**src/rtl/alu_pkg.sv**
```systemverilog
// Shared ALU definitions: op codes, default widths and issue-slot state encoding.
package alu_pkg;

    localparam int unsigned DEF_REG_AW = 5;
    localparam int unsigned DEF_DW     = 32;
    localparam int unsigned OP_W       = 4;

    localparam logic [OP_W-1:0] OP_AND  = 4'd0;
    localparam logic [OP_W-1:0] OP_OR   = 4'd1;
    localparam logic [OP_W-1:0] OP_LW   = 4'd2;
    localparam logic [OP_W-1:0] OP_SW   = 4'd3;
    localparam logic [OP_W-1:0] OP_ADDU = 4'd4;
    localparam logic [OP_W-1:0] OP_SUBU = 4'd5;
    localparam logic [OP_W-1:0] OP_SLT  = 4'd6;
    localparam logic [OP_W-1:0] OP_BLEZ = 4'd7;
    localparam logic [OP_W-1:0] OP_SRA  = 4'd8;
    localparam logic [OP_W-1:0] OP_SRAV = 4'd9;
    localparam logic [OP_W-1:0] OP_LUI  = 4'd10;
    localparam logic [OP_W-1:0] OP_SLTU = 4'd11;
    localparam logic [OP_W-1:0] OP_SLL  = 4'd12;
    localparam logic [OP_W-1:0] OP_SMUL = 4'd13;
    localparam logic [OP_W-1:0] OP_BGTZ = 4'd14;

    // FULL_HAZ is not stored: it is FULL qualified by the live hazard term.
    typedef enum logic {
        ST_EMPTY = 1'b0,
        ST_FULL  = 1'b1
    } issue_state_e;

    // Immediate-shift ops read shamt from src1[10:6], so src1 carries the immediate.
    function automatic logic is_shift_imm(input logic [OP_W-1:0] op);
        return (op == OP_SRA) || (op == OP_SLL);
    endfunction

endpackage

```
**src/rtl/fwd_mux.sv**
```systemverilog
// Operand bypass: EX/MEM result beats MEM/WB result beats the supplied value; r0 never bypassed.
module fwd_mux
    import alu_pkg::*;
#(
    parameter int unsigned REG_AW = DEF_REG_AW,
    parameter int unsigned DW     = DEF_DW
) (
    input  logic [REG_AW-1:0] i_addr,
    input  logic [DW-1:0]     i_val,
    input  logic              i_exmem_reg_write,
    input  logic              i_exmem_mem_read,
    input  logic [REG_AW-1:0] i_exmem_rd,
    input  logic [DW-1:0]     i_exmem_result,
    input  logic              i_memwb_reg_write,
    input  logic [REG_AW-1:0] i_memwb_rd,
    input  logic [DW-1:0]     i_memwb_result,
    output logic [DW-1:0]     o_val
);

    logic w_nonzero;
    logic w_ex_hit;
    logic w_wb_hit;

    assign w_nonzero = (i_addr != '0);
    // A load in EX/MEM has no data yet; that case is handled as a hazard instead.
    assign w_ex_hit  = i_exmem_reg_write && !i_exmem_mem_read && (i_exmem_rd == i_addr) && w_nonzero;
    assign w_wb_hit  = i_memwb_reg_write && (i_memwb_rd == i_addr) && w_nonzero;

    always_comb begin
        o_val = i_val;
        if (w_ex_hit) begin
            o_val = i_exmem_result;
        end else if (w_wb_hit) begin
            o_val = i_memwb_result;
        end
    end

endmodule

```
**src/rtl/alu_issue_stage.sv**
```systemverilog
// ID/EX issue slot: holds one decoded instruction, keeps its operands bypass-fresh,
// inserts load-use bubbles and hands off to the ALU with valid/ready on both sides.
module alu_issue_stage
    import alu_pkg::*;
#(
    parameter int unsigned REG_AW = DEF_REG_AW,
    parameter int unsigned DW     = DEF_DW
) (
    input  logic              clk_i,
    input  logic              rst_i,
    input  logic              in_valid_i,
    output logic              in_ready_o,
    input  logic [REG_AW-1:0] rs_addr_i,
    input  logic [REG_AW-1:0] rt_addr_i,
    input  logic [REG_AW-1:0] rd_addr_i,
    input  logic              rs_used_i,
    input  logic              rt_used_i,
    input  logic [DW-1:0]     rs_data_i,
    input  logic [DW-1:0]     rt_data_i,
    input  logic [DW-1:0]     imm_i,
    input  logic              src2_imm_i,
    input  logic [3:0]        alu_op_i,
    input  logic              reg_write_i,
    input  logic              mem_read_i,
    input  logic              mem_write_i,
    input  logic              flush_i,
    input  logic              exmem_reg_write_i,
    input  logic              exmem_mem_read_i,
    input  logic [REG_AW-1:0] exmem_rd_i,
    input  logic [DW-1:0]     exmem_result_i,
    input  logic              memwb_reg_write_i,
    input  logic [REG_AW-1:0] memwb_rd_i,
    input  logic [DW-1:0]     memwb_result_i,
    output logic              ex_valid_o,
    input  logic              ex_ready_i,
    output logic [DW-1:0]     src1_o,
    output logic [DW-1:0]     src2_o,
    output logic [3:0]        ctrl_o,
    output logic [DW-1:0]     store_data_o,
    output logic [REG_AW-1:0] rd_o,
    output logic              reg_write_o,
    output logic              mem_read_o,
    output logic              mem_write_o,
    output logic              hazard_o
);

    issue_state_e      r_state;
    logic [REG_AW-1:0] r_rs_addr;
    logic [REG_AW-1:0] r_rt_addr;
    logic [REG_AW-1:0] r_rd_addr;
    logic              r_rs_used;
    logic              r_rt_used;
    logic [DW-1:0]     r_rs_data;
    logic [DW-1:0]     r_rt_data;
    logic [DW-1:0]     r_imm;
    logic              r_src2_imm;
    logic [3:0]        r_alu_op;
    logic              r_reg_write;
    logic              r_mem_read;
    logic              r_mem_write;

    logic              w_full;
    logic              w_load_in_ex;
    logic              w_hazard;
    logic              w_valid;
    logic              w_fire;
    logic              w_in_ready;
    logic              w_capture;
    logic [DW-1:0]     w_rs_cap;
    logic [DW-1:0]     w_rt_cap;
    logic [DW-1:0]     w_rs_fwd;
    logic [DW-1:0]     w_rt_fwd;

    fwd_mux #(.REG_AW(REG_AW), .DW(DW)) u_fwd_rs_cap (
        .i_addr           (rs_addr_i),
        .i_val            (rs_data_i),
        .i_exmem_reg_write(exmem_reg_write_i),
        .i_exmem_mem_read (exmem_mem_read_i),
        .i_exmem_rd       (exmem_rd_i),
        .i_exmem_result   (exmem_result_i),
        .i_memwb_reg_write(memwb_reg_write_i),
        .i_memwb_rd       (memwb_rd_i),
        .i_memwb_result   (memwb_result_i),
        .o_val            (w_rs_cap)
    );

    fwd_mux #(.REG_AW(REG_AW), .DW(DW)) u_fwd_rt_cap (
        .i_addr           (rt_addr_i),
        .i_val            (rt_data_i),
        .i_exmem_reg_write(exmem_reg_write_i),
        .i_exmem_mem_read (exmem_mem_read_i),
        .i_exmem_rd       (exmem_rd_i),
        .i_exmem_result   (exmem_result_i),
        .i_memwb_reg_write(memwb_reg_write_i),
        .i_memwb_rd       (memwb_rd_i),
        .i_memwb_result   (memwb_result_i),
        .o_val            (w_rt_cap)
    );

    // Output-side bypass; also the refresh value while the entry waits.
    fwd_mux #(.REG_AW(REG_AW), .DW(DW)) u_fwd_rs_out (
        .i_addr           (r_rs_addr),
        .i_val            (r_rs_data),
        .i_exmem_reg_write(exmem_reg_write_i),
        .i_exmem_mem_read (exmem_mem_read_i),
        .i_exmem_rd       (exmem_rd_i),
        .i_exmem_result   (exmem_result_i),
        .i_memwb_reg_write(memwb_reg_write_i),
        .i_memwb_rd       (memwb_rd_i),
        .i_memwb_result   (memwb_result_i),
        .o_val            (w_rs_fwd)
    );

    fwd_mux #(.REG_AW(REG_AW), .DW(DW)) u_fwd_rt_out (
        .i_addr           (r_rt_addr),
        .i_val            (r_rt_data),
        .i_exmem_reg_write(exmem_reg_write_i),
        .i_exmem_mem_read (exmem_mem_read_i),
        .i_exmem_rd       (exmem_rd_i),
        .i_exmem_result   (exmem_result_i),
        .i_memwb_reg_write(memwb_reg_write_i),
        .i_memwb_rd       (memwb_rd_i),
        .i_memwb_result   (memwb_result_i),
        .o_val            (w_rt_fwd)
    );

    assign w_full       = (r_state == ST_FULL);
    assign w_load_in_ex = exmem_mem_read_i && exmem_reg_write_i && (exmem_rd_i != '0);
    assign w_hazard     = w_full && w_load_in_ex &&
                          ((r_rs_used && (exmem_rd_i == r_rs_addr)) ||
                           (r_rt_used && (exmem_rd_i == r_rt_addr)));
    assign w_valid      = w_full && !w_hazard;
    assign w_fire       = w_valid && ex_ready_i;
    assign w_in_ready   = !flush_i && (!w_full || w_fire);
    assign w_capture    = in_valid_i && w_in_ready;

    // Slot state and payload; flush beats capture/fire, reset beats everything.
    always_ff @(posedge clk_i) begin
        if (rst_i) begin
            r_state     <= ST_EMPTY;
            r_rs_addr   <= '0;
            r_rt_addr   <= '0;
            r_rd_addr   <= '0;
            r_rs_used   <= 1'b0;
            r_rt_used   <= 1'b0;
            r_rs_data   <= '0;
            r_rt_data   <= '0;
            r_imm       <= '0;
            r_src2_imm  <= 1'b0;
            r_alu_op    <= '0;
            r_reg_write <= 1'b0;
            r_mem_read  <= 1'b0;
            r_mem_write <= 1'b0;
        end else if (flush_i) begin
            r_state <= ST_EMPTY;
        end else if (w_capture) begin
            r_state     <= ST_FULL;
            r_rs_addr   <= rs_addr_i;
            r_rt_addr   <= rt_addr_i;
            r_rd_addr   <= rd_addr_i;
            r_rs_used   <= rs_used_i;
            r_rt_used   <= rt_used_i;
            r_rs_data   <= w_rs_cap;
            r_rt_data   <= w_rt_cap;
            r_imm       <= imm_i;
            r_src2_imm  <= src2_imm_i;
            r_alu_op    <= alu_op_i;
            r_reg_write <= reg_write_i;
            r_mem_read  <= mem_read_i;
            r_mem_write <= mem_write_i;
        end else if (w_fire) begin
            r_state <= ST_EMPTY;
        end else if (w_full) begin
            r_rs_data <= w_rs_fwd;
            r_rt_data <= w_rt_fwd;
        end
    end

    assign in_ready_o   = w_in_ready;
    assign ex_valid_o   = w_valid;
    assign hazard_o     = w_hazard;
    assign ctrl_o       = r_alu_op;
    assign src1_o       = is_shift_imm(r_alu_op) ? r_imm : w_rs_fwd;
    assign src2_o       = r_src2_imm ? r_imm : w_rt_fwd;
    assign store_data_o = w_rt_fwd;
    assign rd_o         = r_rd_addr;
    assign reg_write_o  = r_reg_write;
    assign mem_read_o   = r_mem_read;
    assign mem_write_o  = r_mem_write;

endmodule

```
**config.mk**
```make
export PLATFORM = sky130hd
export DESIGN_NAME = alu_issue_stage
export DESIGN_NICKNAME = d
export VERILOG_FILES = /design/src/rtl/alu_pkg.sv /design/src/rtl/fwd_mux.sv /design/src/rtl/alu_issue_stage.sv
export SDC_FILE = /design/constraint.sdc
export NUM_CORES = 1
export LEC_CHECK = 0
export CORE_AREA = 2 2 141 143
export CTS_CLUSTER_DIAMETER = 100
export CTS_CLUSTER_SIZE = 20
export DETAILED_ROUTE_END_ITERATION = 7
export DIE_AREA = 0 0 143 145
export HOLD_SLACK_MARGIN = 0.05
export PLACE_DENSITY_LB_ADDON = 0.12
export SLEW_MARGIN = 15
export SYNTH_ARGS = -nofsm -noshare
export SYNTH_HDL_FRONTEND = slang
export SYNTH_SLANG_ARGS = --single-unit
```
**constraint.sdc**
```tcl
create_clock -name clk_i -period 3.5 [get_ports clk_i]
set_input_delay 0.7 -clock clk_i [delete_from_list [all_inputs] [get_ports clk_i]]
set_output_delay 0.7 -clock clk_i [all_outputs]
set_load 0.01 [all_outputs]
```
## Word-level counts from Yosys, hierarchy flattened

Cells that the tools add are included.

- Input bits: 203
- Flip-flop bits (word level): 122
- Logic and storage cells: 88
- Output and inout bits: 111

- Bitwise operators: 1
- Multiplexer cells: 18
- Reductions and logical operators: 44
- Eq/ne operators: 11

Operator list:

| kind | number |
|---|---|
| $mux W32 | 16 |
| $eq A5 B5 Y1 | 8 |
| $logic_and A1 B1 Y1 | 27 |
| $reduce_bool A5 Y1 | 5 |
| $eq A4 B4 Y1 const B | 2 |
| $logic_not A1 Y1 | 4 |
| $reduce_bool A2 Y1 | 2 |
| $logic_or A1 B1 Y1 | 3 |
| $reduce_and A3 Y1 | 1 |
| $mux W1 | 2 |
| $ne A2 B1 Y1 const B | 1 |
| $reduce_and A2 Y1 | 1 |
| $reduce_or A2 Y1 | 1 |
| $not A1 Y1 | 1 |

## Depth between registers and ports, before layout

- Depth in word-level cells: 12
- Depth in mapped cells: 11
- Gate-level depth less buffers: 8

## Hierarchy

From an unflattened synthesis, not the netlist that was laid out.

- Cell total of the unflattened synthesis: 1214
- Area total of the unflattened synthesis: 9039.9 um2

Modules (own cells, without submodules):

| module | times used | cells an instance | area each (um2) |
|---|---|---|---|
| alu_issue_stage | 1 | 706 | 5706.7 |
| fwd_mux | 4 | 127 | 833.3 |

## Least setup slack after synthesis

No wires, ideal clock.

- Path kind: input-to-output
- Start point: in exmem_rd_i[3]
- End point: out src2_o[19]
- Stages on the path: 7
- Arrival time: 2.643 ns
- Path slack: 0.157 ns
- Required time: 2.800 ns
- Path through: buf_2 -> nor2b_1 -> a2111o_1 -> nor3_1 -> buf_2 -> mux2_2 -> mux2_2

- Longest elaborated chain between the ends: 5

RTL lines:

| element | line | text |
|---|---|---|
| start: declaration | alu_issue_stage.sv:29 | `input logic [REG_AW-1:0] exmem_rd_i,` |
| $eq A5 B5 Y1 | fwd_mux.sv:26 | `assign w_ex_hit = i_exmem_reg_write && !i_exmem_mem_read && (i_exmem_rd == i_addr) && w_nonzero;` |
| $logic_and A1 B1 Y1 (2 in series) | fwd_mux.sv:26 |  |
| $mux W32 | fwd_mux.sv:31 | `if (w_ex_hit) begin` |
| net store_data_o[19] | alu_issue_stage.sv:39 | `output logic [DW-1:0] store_data_o,` |
| $mux W32 | alu_issue_stage.sv:184 | `assign src2_o = r_src2_imm ? r_imm : w_rt_fwd;` |
| end: declaration | alu_issue_stage.sv:37 | `output logic [DW-1:0] src2_o,` |

The timed path passes the listed nets, and every way through them passes these cells.

## Worst setup path in the final report

- Start point: reg r_rt_addr[1]
- End point: out src2_o[19]

- Longest elaborated chain between the ends: 6

RTL lines:

| element | line | text |
|---|---|---|
| start: declaration | alu_issue_stage.sv:49 | `logic [REG_AW-1:0] r_rt_addr;` |
| start signal: assignment | alu_issue_stage.sv:159 | `r_rt_addr <= rt_addr_i;` |
| $eq A5 B5 Y1 | fwd_mux.sv:27 | `assign w_wb_hit = i_memwb_reg_write && (i_memwb_rd == i_addr) && w_nonzero;` |
| $logic_and A1 B1 Y1 (2 in series) | fwd_mux.sv:27 |  |
| $mux W32 | fwd_mux.sv:33 | `end else if (w_wb_hit) begin` |
| $mux W32 (*) | fwd_mux.sv:31 |  |
| $mux W32 (*) | alu_issue_stage.sv:184 |  |

Mark *: on every way between the ends. The rest lies on a longest branch, timed or not.

==> impl_metrics.json <==
{
  "layout.cells.non_filler": 1844,
  "h-tree-depth": 4,
  "hold_viol": 0,
  "port-buffer-count": 313,
  "grt_max_degree": 51,
  "coreArea_sq_um": 19200,
  "drive_above_1_share_pct": 21.3,
  "rsz0062_at_grt": "true",
  "synthDistinctLibCells": 40,
  "setup_violations": 0,
  "hpwl_mm": 26.4,
  "worstSetupPathType": "register to output port",
  "most-common-layout-cells": "nand2_1 (301), clkdlybuf4s50_1 (200), dfxtp_1 (118)",
  "p_clk_share_pct": 39.9,
  "met1_length_mm": 15.2,
  "via_per_inst": 5.80,
  "synth_nets": 1387,
  "cts_buffers": 17,
  "cp_max_fo": 7,
  "maxCapViolCount": 0,
  "max-slew-margin-rel_pct": 60.9,
  "die_h_um": 145,
  "die-area_sq_um": 20700,
  "wl_per_cell_um": 20.7,
  "hp-class": "register to register",
  "endpoint_kind": "output port",
  "synth_cells": 1184,
  "final_area_sq_um": 13900,
  "area_delta_synth_final_pct": 61.1,
  "drtPass1Iterations": 5,
  "p_per_area_nw_per_um2": 332,
  "synthSimpleGateAreaFrac_pct": 21.9,
  "fin_nets": 1766,
  "die_w_um": 143,
  "ant_nets": 0,
  "top_layer_used": "met5",
  "start_util_pct": 45.0,
  "tns_ps": 0,
  "arrival_ps": 2790,
  "met3_length_mm": 3.50,
  "avgSynthCellArea_sq_um": 7.29,
  "drt_iter0_markers": 906,
  "gp_congestion": 0.905,
  "seqPwrFrac_pct": 33.4,
  "ys_ff_latch": 122,
  "leakage_uw": 0.00579,
  "cts_tree": "done",
  "yosysWarnings": 0,
  "cts_sinks": 122,
  "max-vdd-ir-drop_v": 0.000341,
  "io_pins": 314,
  "period_share_pct": 99.8,
  "finalClockSkew_ps": 9.98,
  "vias": 10700,
  "p_int_uw": 3250,
  "met2_wirelength_mm": 18.0,
  "cts.clk_slew.worst_paths_ps": 60,
  "report.final.slew_viol_count": 0,
  "final_common_cell": "nand2_1",
  "cts.path.max_buffers": 2,
  "wl_mm": 38.2,
  "worst_pin_slew_ps": 586,
  "dpl_cell_area_sq_um": 13000,
  "grt_pass1_vias": 10300,
  "p_switching_uw": 1370,
  "fmax_ghz": 0.286,
  "crit_required_ps": 2800,
  "overflow": 0,
  "grt_pass1_wl_mm": 58.0,
  "fin_crit_ps": 3490,
  "swShare_pct": 29.7,
  "seq_area_frac_synth_pct": 28.3,
  "synth_xor_area_share_pct": 3.65,
  "dp_cells": 1792,
  "status": "complete, no violations",
  "holdBufCountCts": 0,
  "worst_setup_path_start_kind": "register",
  "root_buffer": "clkbuf_16",
  "synthMuxAreaShare_pct": 17.7,
  "synthAdderAreaFrac_pct": 0,
  "grtUsageTotal_pct": 35.7,
  "drc": 0,
  "row_count": 51,
  "combPwrFrac_pct": 26.7,
  "synth_area_sq_um": 8640,
  "antenna_found_initial": 5,
  "synth_compound_area_share_pct": 22.8,
  "synth_top_family_by_area": "compound AO/OA/AOI/OAI gates",
  "insertion_delay_ps": 430
}
## flip-flops by register name, summed over array words and instances, names as in the netlist
register     flops
ctrl_o           4
mem_read_o       1
mem_write_o      1
r_imm           32
r_rs_addr        5
r_rs_data       32
r_rs_used        1
r_rt_addr        5
r_rt_data       32
r_rt_used        1
r_src2_imm       1
r_state          1
rd_o             5
reg_write_o      1
## layer usage
layer	global-route usage [%]	vias up
met3	9.34	98
met2	58.7	564
met5	0	-
met1	44.4	5038
met4	13.9	4
li1	-	4992
## power groups by stage
stage               clock network [uW]  registers (uW)  logic (uW)
floorplan                            0            1540         529
global placement                     0            1560        1230
detailed placement                   0            1560        1240
CTS                               1860            1540        1220
global route                      1910            1550        1320
finish                            1840            1540        1240
## logic make-up after synthesis
| group | count (synthesis) |
|---|---|
| AOI/OAI and AO/OA | 307 |
| xor gates and xnor gates | 36 |
| buffers and inverters | 112 |
| DFF | 122 |
| muxes | 146 |
| and+or+nand+nor | 461 |
## layout make-up
cell class	instances	area, sq um
clock buffer	18	429
timing repair buffer	468	4500
sequential	122	2450
antenna	3	7.51
multi-input combinational	950	6000
fill	1554	5300
inverter	4	15.0
tap	265	332
clock inverter	14	174
## critical path: stages (launching register included)
cell     delay (ps)
dfxtp_2         320
or4_4           570
nor2_4          130
nor4_4           70
buf_12          160
buf_12          130
mux2_4          300
mux2_4          290
mux2_4          280
buf_6           120
## cell usage after synthesis (all sizes together)
| master | instances | area [sq um] |
|---|---|---|
| buf | 41 | 223 |
| o22ai | 30 | 188 |
| nand3 | 20 | 100 |
| o32ai | 4 | 35.0 |
| a31oi | 14 | 87.6 |
| a2111o | 1 | 11.3 |
| a21o | 1 | 8.76 |
| o21ai | 64 | 320 |
| mux2 | 54 | 608 |
| xnor2 | 10 | 87.6 |
| or4 | 2 | 15.0 |
| nor3 | 5 | 25.0 |
| clkbuf | 67 | 251 |
| nor4 | 6 | 43.8 |
| nand4 | 6 | 37.5 |
| or3 | 1 | 6.26 |
| a21oi | 77 | 389 |
| o2111ai | 2 | 17.5 |
| o211ai | 64 | 480 |
| xor2 | 26 | 228 |
| mux2i | 92 | 921 |
| nor3b | 1 | 7.51 |
| nor2b | 5 | 31.3 |
| nor2 | 90 | 340 |
| a311oi | 45 | 394 |
| inv | 4 | 15.0 |
| nand2b | 21 | 131 |
| dfxtp | 122 | 2440 |
| and2 | 1 | 6.26 |
| and4 | 2 | 17.5 |
| nand2 | 301 | 1130 |
| a211oi | 5 | 37.5 |
## final timing paths
| check | from | endpoint | slack, ps | depth (start not counted) |
|---|---|---|---|---|
| max | r_rt_addr[1] | src2_o[19] | 7 | 9 |
| min | rd_o[4] | rd_o[4] | 450 | 2 |
| max reg2reg | r_rt_addr[1] | r_rs_data[9] | 750 | 12 |
| min reg2reg | rd_o[4] | rd_o[4] | 450 | 2 |
## stage by stage
stage	total power, uW	hold WS, ps	setup slack (ps)	util (%)
final	4620	454	7.40	72.4
after global routing	4780	476	-61.8	72.4
after CTS	4610	456	-1.70	72.3
after detailed placement	2810	449	-589	67.7
after global placement	2790	442	-604	67.7
after floorplan	2070	437	157	-
## what timing repair did
item	4_1_cts	5_1_grt
setup buffers	12	4
pin swaps	17	8
gates cloned	2	0
setup endpoints to repair	99	68
resized for setup	245	83
No activity file was read; power rests on OpenSTA's default activity.
